--- config.mk ---
export PLATFORM = sky130hd
export DESIGN_NAME = mem_wb_skid_stage_flat
export DESIGN_NICKNAME = d
export VERILOG_FILES = /design/src/rtl/mem_wb_skid_stage_if.sv /design/src/rtl/mem_wb_skid_stage.sv /design/src/flat_wrapper.sv
export SDC_FILE = /design/constraint.sdc
export NUM_CORES = 1
export LEC_CHECK = 0
export CAP_MARGIN = 20
export CORE_MARGIN = 3
export CORE_UTILIZATION = 55
export CTS_CLUSTER_DIAMETER = 40
export DETAILED_ROUTE_END_ITERATION = 16
export GPL_ROUTABILITY_DRIVEN = 0
export PLACE_DENSITY = 0.95
export SKIP_CTS_REPAIR_TIMING = 1
export SLEW_MARGIN = 15
export SYNTH_ARGS = -nofsm -noshare
export SYNTH_HDL_FRONTEND = slang
export SYNTH_SLANG_ARGS = --single-unit
--- constraint.sdc ---
create_clock -name clk -period 2.75 [get_ports clk]
set_input_delay 0.55 -clock clk [delete_from_list [all_inputs] [get_ports clk]]
set_output_delay 0.55 -clock clk [all_outputs]
set_load 0.05 [all_outputs]
--- src/rtl/mem_wb_skid_stage_if.sv ---
// MEM->WB beat bus: MEM-side inputs with valid/ready, WB-side outputs with valid/ready.
// The stage sits behind the slave modport; the surrounding pipeline uses the master modport.
interface mem_wb_skid_stage_if #(
  parameter int WIDTH  = 32,
  parameter int REG_AW = 5,
  parameter int RSRC_W = 2
);
  logic              valid_m;
  logic              ready_m;
  logic              RegWriteM;
  logic [RSRC_W-1:0] ResultSrcM;
  logic [WIDTH-1:0]  ReadDataM;
  logic [WIDTH-1:0]  ALUResultM;
  logic [REG_AW-1:0] RdM;
  logic [WIDTH-1:0]  PCPlus4M;

  logic              valid_w;
  logic              ready_w;
  logic              RegWriteW;
  logic [RSRC_W-1:0] ResultSrcW;
  logic [WIDTH-1:0]  ReadDataW;
  logic [WIDTH-1:0]  ALUResultW;
  logic [REG_AW-1:0] RdW;
  logic [WIDTH-1:0]  PCPlus4W;

  modport master (
    output valid_m, RegWriteM, ResultSrcM, ReadDataM, ALUResultM, RdM, PCPlus4M, ready_w,
    input  ready_m, valid_w, RegWriteW, ResultSrcW, ReadDataW, ALUResultW, RdW, PCPlus4W
  );

  modport slave (
    input  valid_m, RegWriteM, ResultSrcM, ReadDataM, ALUResultM, RdM, PCPlus4M, ready_w,
    output ready_m, valid_w, RegWriteW, ResultSrcW, ReadDataW, ALUResultW, RdW, PCPlus4W
  );
endinterface

--- src/rtl/mem_wb_skid_stage.sv ---
// MEM->WB pipeline register with a 2-entry skid buffer, flush, x0-write kill and a
// saturating stall counter. ready_m/valid_w decode registered state only.
module mem_wb_skid_stage #(
  parameter int WIDTH        = 32,
  parameter int REG_AW       = 5,
  parameter int RSRC_W       = 2,
  parameter int ZERO_RD_KILL = 1,
  parameter int CNT_W        = 16
) (
  input  logic                     clk,
  input  logic                     rst,
  input  logic                     flush,
  mem_wb_skid_stage_if.slave       bus,
  output logic [CNT_W-1:0]         stall_cnt
);

  typedef enum logic [1:0] {EMPTY, ONE, FULL} state_t;

  typedef struct packed {
    logic              rw;
    logic [RSRC_W-1:0] rs;
    logic [WIDTH-1:0]  rdata;
    logic [WIDTH-1:0]  alu;
    logic [REG_AW-1:0] rd;
    logic [WIDTH-1:0]  pc;
  } beat_t;

  localparam logic [CNT_W-1:0] CNT_ONE = {{(CNT_W-1){1'b0}}, 1'b1};

  state_t state_q;
  beat_t  main_q;
  beat_t  skid_q;
  beat_t  in_beat;
  logic   push;
  logic   pop;
  logic   valid_w;
  logic   ready_m;

  assign ready_m = (state_q != FULL);
  assign valid_w = (state_q != EMPTY);
  assign push    = bus.valid_m & ready_m;
  assign pop     = valid_w & bus.ready_w;

  always_comb begin
    in_beat       = '0;
    in_beat.rw    = bus.RegWriteM;
    in_beat.rs    = bus.ResultSrcM;
    in_beat.rdata = bus.ReadDataM;
    in_beat.alu   = bus.ALUResultM;
    in_beat.rd    = bus.RdM;
    in_beat.pc    = bus.PCPlus4M;
  end

  always_ff @(posedge clk) begin
    if (rst) begin
      state_q   <= EMPTY;
      main_q    <= '0;
      skid_q    <= '0;
      stall_cnt <= '0;
    end else begin
      if (valid_w && !bus.ready_w && stall_cnt != '1)
        stall_cnt <= stall_cnt + CNT_ONE;

      if (flush) begin
        state_q <= EMPTY;
      end else begin
        case (state_q)
          EMPTY: if (push) begin
            main_q  <= in_beat;
            state_q <= ONE;
          end
          ONE: begin
            if (push && pop) begin
              main_q <= in_beat;
            end else if (push) begin
              skid_q  <= in_beat;
              state_q <= FULL;
            end else if (pop) begin
              state_q <= EMPTY;
            end
          end
          FULL: if (pop) begin
            main_q  <= skid_q;
            state_q <= ONE;
          end
          default: state_q <= EMPTY;
        endcase
      end
    end
  end

  assign bus.ready_m    = ready_m;
  assign bus.valid_w    = valid_w;
  assign bus.RegWriteW  = main_q.rw & valid_w &
                          !((ZERO_RD_KILL != 0) && (main_q.rd == '0));
  assign bus.ResultSrcW = main_q.rs;
  assign bus.ReadDataW  = main_q.rdata;
  assign bus.ALUResultW = main_q.alu;
  assign bus.RdW        = main_q.rd;
  assign bus.PCPlus4W   = main_q.pc;

endmodule
--- src/flat_wrapper.sv ---
// flat-port wrapper written by rule: the top's interface ports become plain ports
module mem_wb_skid_stage_flat 
#(
  parameter int WIDTH        = 32,
  parameter int REG_AW       = 5,
  parameter int RSRC_W       = 2,
  parameter int ZERO_RD_KILL = 1,
  parameter int CNT_W        = 16
)
  (clk, rst, flush, stall_cnt, bus_valid_m, bus_RegWriteM, bus_ResultSrcM, bus_ReadDataM, bus_ALUResultM, bus_RdM, bus_PCPlus4M, bus_ready_w, bus_ready_m, bus_valid_w, bus_RegWriteW, bus_ResultSrcW, bus_ReadDataW, bus_ALUResultW, bus_RdW, bus_PCPlus4W);
  mem_wb_skid_stage_if #(.WIDTH(WIDTH), .REG_AW(REG_AW), .RSRC_W(RSRC_W)) bus_i ();
  input  logic clk;
  input  logic rst;
  input  logic flush;
  output logic [CNT_W-1:0] stall_cnt;
  input wire logic [$bits(bus_i.valid_m)-1:0] bus_valid_m;
  input wire logic [$bits(bus_i.RegWriteM)-1:0] bus_RegWriteM;
  input wire logic [$bits(bus_i.ResultSrcM)-1:0] bus_ResultSrcM;
  input wire logic [$bits(bus_i.ReadDataM)-1:0] bus_ReadDataM;
  input wire logic [$bits(bus_i.ALUResultM)-1:0] bus_ALUResultM;
  input wire logic [$bits(bus_i.RdM)-1:0] bus_RdM;
  input wire logic [$bits(bus_i.PCPlus4M)-1:0] bus_PCPlus4M;
  input wire logic [$bits(bus_i.ready_w)-1:0] bus_ready_w;
  output wire logic [$bits(bus_i.ready_m)-1:0] bus_ready_m;
  output wire logic [$bits(bus_i.valid_w)-1:0] bus_valid_w;
  output wire logic [$bits(bus_i.RegWriteW)-1:0] bus_RegWriteW;
  output wire logic [$bits(bus_i.ResultSrcW)-1:0] bus_ResultSrcW;
  output wire logic [$bits(bus_i.ReadDataW)-1:0] bus_ReadDataW;
  output wire logic [$bits(bus_i.ALUResultW)-1:0] bus_ALUResultW;
  output wire logic [$bits(bus_i.RdW)-1:0] bus_RdW;
  output wire logic [$bits(bus_i.PCPlus4W)-1:0] bus_PCPlus4W;
  assign bus_i.valid_m = bus_valid_m;
  assign bus_i.RegWriteM = bus_RegWriteM;
  assign bus_i.ResultSrcM = bus_ResultSrcM;
  assign bus_i.ReadDataM = bus_ReadDataM;
  assign bus_i.ALUResultM = bus_ALUResultM;
  assign bus_i.RdM = bus_RdM;
  assign bus_i.PCPlus4M = bus_PCPlus4M;
  assign bus_i.ready_w = bus_ready_w;
  assign bus_ready_m = bus_i.ready_m;
  assign bus_valid_w = bus_i.valid_w;
  assign bus_RegWriteW = bus_i.RegWriteW;
  assign bus_ResultSrcW = bus_i.ResultSrcW;
  assign bus_ReadDataW = bus_i.ReadDataW;
  assign bus_ALUResultW = bus_i.ALUResultW;
  assign bus_RdW = bus_i.RdW;
  assign bus_PCPlus4W = bus_i.PCPlus4W;
  mem_wb_skid_stage #(.WIDTH(WIDTH), .REG_AW(REG_AW), .RSRC_W(RSRC_W), .ZERO_RD_KILL(ZERO_RD_KILL), .CNT_W(CNT_W)) u_core (.clk(clk), .rst(rst), .flush(flush), .bus(bus_i), .stall_cnt(stall_cnt));
endmodule
==> results of run 1 <==
worst paths after layout:
| kind | startpoint | end | slack [ns] | depth (start not counted) |
|---|---|---|---|---|
| setup reg to reg | u_core.stall_cnt[0]$_SDFFE_PP0P_ | u_core.stall_cnt[0]$_SDFFE_PP0P_ | 0.81 | 5 |
| hold / removal | u_core.skid_q[75]$_SDFFE_PP0P_ | u_core.skid_q[75]$_SDFFE_PP0P_ | 0.45 | 2 |
| hold reg to reg | u_core.skid_q[75]$_SDFFE_PP0P_ | u_core.skid_q[75]$_SDFFE_PP0P_ | 0.45 | 2 |
| setup / recovery | u_core.state_q[1]$_SDFFE_PP0P_ | bus_valid_w | 0.15 | 2 |
report_power, final:
part / switching (uW) / total [uW] / leakage (uW) / internal [uW]
combinational: 795 / 1300 / 0.00274 / 501
sequential: 74.9 / 3480 / 0.00184 / 3400
clock: 1520 / 3820 / 0.000481 / 2310
total: 2390 / 8600 / 0.00506 / 6210
metal layers:
layer	GRT usage [%]	share of wire (%)
met1	31.0	39
met2	43.4	50
met3	5.61	6.9
met4	11.1	3.5
met5	0	0
placed cells by master, fill, tap and decap left out, types with 2 or more instances in the layout:
cell / instances
or3_1: 10
mux2i_1: 106
nand2_1: 214
clkdlybuf4s50_1: 227
a21oi_1: 222
bufinv_16: 3
a311oi_1: 95
buf_4: 5
clkinv_2: 4
nand3_1: 3
nor2b_2: 2
nor3_1: 3
o21ai_0: 5
diode_2: 2
nand4_1: 6
clkinv_4: 5
buf_12: 15
or4_1: 2
and4_1: 2
and3_1: 2
clkbuf_16: 29
inv_6: 5
clkinvlp_4: 4
inv_8: 2
nor2_1: 2
a311oi_2: 10
nand2b_1: 3
clkbuf_8: 2
dfxtp_1: 226
nor2b_1: 2
or2_2: 2
o31ai_1: 4
o21ai_1: 3
worst max-delay path: stages (launching register included):
cell and delay, ns:
dfxtp_1 0.49, or2_2 0.19, clkdlybuf4s50_1 0.85
cells by family after synthesis:
logic type               count (synthesis)
buffers and inverters                  211
multiplexers                           107
adder cells (fa/ha/maj)                  1
flip-flops                             226
AO/OA/AOI/OAI                          345
AND/OR/NAND/NOR                        260
XOR/XNOR                                 1
state kept, by name, summed over array words and instances (netlist names), 2 cells and up:
| name | count |
|---|---|
| u_core.skid_q | 104 |
| u_core.bus.ALUResultW | 32 |
| u_core.bus.PCPlus4W | 32 |
| u_core.bus.ReadDataW | 32 |
| u_core.stall_cnt | 16 |
| u_core.bus.RdW | 5 |
| u_core.bus.ResultSrcW | 2 |
| u_core.state_q | 2 |
layout make-up:
type / count / area, sq um
clock inverters: 22 / 241
inverters: 1 / 8.76
multi-input cells: 714 / 4470
diodes: 2 / 5.00
fillers: 1263 / 5160
well taps: 229 / 287
clock buffers: 31 / 753
flip-flops and latches: 226 / 4520
repair buffers: 249 / 2630
stage by stage:
| step | utilization [%] | hold WS, ns | setup TNS (ns) | instance area [sq um] |
|---|---|---|---|---|
| after floorplan | - | 0.436 | 0 | 10200 |
| after global placement | 65.9 | 0.440 | 0 | 11900 |
| after detailed placement | 65.9 | 0.446 | 0 | 11900 |
| after CTS | 71.4 | 0.454 | -0.104 | 12900 |
| after global routing | 71.5 | 0.472 | 0 | 12900 |
| final | 71.5 | 0.452 | 0 | 12900 |
==> summary.md, run 1 <==
| Metric | Value |
|---|---|
| Status | `completed` |
| Num CTS Buffers | `29` |
| Via count | `a little under 9000` |
| Critical Path AT | `approximately 2 ns` |
| Complex-gate fraction of the synthesized area | `21.7%` |
| Initial Utilization | `between 50% and 60%` |
| Final Hold Vio Count | `0` |
| DRC violations left | `0` |
| Library cells used by synthesis | `39` |
| DP Cell Count | `roughly 1400` |
| Post-synth top area share | `about 44%` |
| Initial detailed-routing violation count | `623` |
| Fin nets | `~1300` |
| Min Clock Period, post-route | `around 2.6 ns` |
| Rel. slew slack | `a little under three fifths` |
| Die width | `142 um` |
| Cell type with the largest total area after synthesis | `dfxtp_1` |
| Non-Filler Instances | `~1500` |
| CTS max path bufs | `3` |
| Critical Path End Type | `output pin` |
| Worst-path clk slew | `around 0.060 ns` |
| Die Ht | `approximately 140 um` |
| CORE AREA | `18100 sq um` |
| Data required, critical path | `2.20 ns` |
| Period utilization | `between 90% and 100%` |
| Post-synthesis simple-gate area fraction | `about 11%` |
| First-pass GRT wire length | `roughly 43 mm` |
| Mean Syn Cell Area | `8.88 sq um` |
| I/O Buffers | `230` |
| Critical path class | `flip-flop to output pin` |
| Syn Nets | `1261` |
| Total track usage | `about a quarter` |
| Synth Area in XOR/XNOR | `less than 1%` |
| Hold crit path type | `flip-flop to flip-flop` |
| Layout cell share with drive strength beyond 1 | `under 10%` |
| Critical path peak fanout | `8` |
| Rows | `just under 50` |
| HPWL after DPL | `approximately 17 mm` |
| Die footprint | `20300 sq um` |
| Num Clock Sinks | `roughly 230` |
| Via density | `approximately 5.9` |
| Count of pins over their slew limit | `0` |
| Top FF cell, synth | `dfxtp_1` |
| CTS tree | `done` |
| Peak VDD IR | `approximately 0.55 mV` |
| Power Density | `roughly 670 nW/um^2` |
| Peak Freq | `between 300 and 400 MHz` |
| Cell with the most instances after synthesis | `dfxtp_1` |
| Post-route antenna net violation count | `0` |
| Multiplexer area fraction after synthesis | `10.5%` |
| RSZ-0062 raised after global routing | `no` |
| Pin count of the biggest net entering global routing | `approximately 90` |
| Crit start category | `flip-flop` |
| Vias in the first global route | `between 8000 and 9000` |
| Final wirelength | `27.1 mm` |
| Place WS | `0.211 ns` |
| Worst slew pin tran | `between 0.6 and 0.7 ns` |
| Remaining global-route overflow | `0` |
| Final worst setup slack | `0.148 ns` |
| CTS HTree Levels | `1` |
| Root Buffer | `clkbuf_16` |
| Top cells by count, synth | `dfxtp_1, a21oi_1, nand2_1` |
| Post-synth EDFFs | `0` |
| Initial antenna violation count | `2` |
| Layout area overhead | `26.4%` |
| Finish-stage setup viols | `0` |
| TritonRoute pass-1 iters | `5` |
| Synth area leaders | `dfxtp_1, a21oi_1, mux2i_1, a311oi_1, buf_4` |
| Post-synth ARST share | `0%` |
| Post-Syn Area | `10200 sq um` |
| Pleak | `0.00506 uW` |
| Register area share after synthesis | `roughly 44%` |
| Mapped Cells | `between 1000 and 1500` |
| Largest family of logic cells by synthesized area | `compound AO/OA/AOI/OAI gates` |
| I/O pin count | `around 230` |
| Clk_skew | `roughly 0.0089 ns` |
| Skew-Pair Late Insertion Delay | `around 0.53 ns` |
| Synth Register Bits | `around 230` |
| Synth warn | `0` |
| MaxCap Viol Count | `0` |
| Post-Synth Adder-Cell Area | `less than 1%` |
| Drt wl/cell | `between 15 and 20 um` |
| Final Power | `around 8600 uW` |
(Power assumes the default switching activity.)
==> run 2, diff against run 1 <==
Settings changed: ABC_CLOCK_PERIOD_IN_PS set to 2750.
==> results of run 2 <==
No change in the layout: final DEF, timing and power equal those of run 1.
==> run 3, diff against run 2 <==
Settings changed: ABC_AREA set to 0.
==> results of run 3 <==
No change in the layout: final DEF, timing and power equal those of run 1.
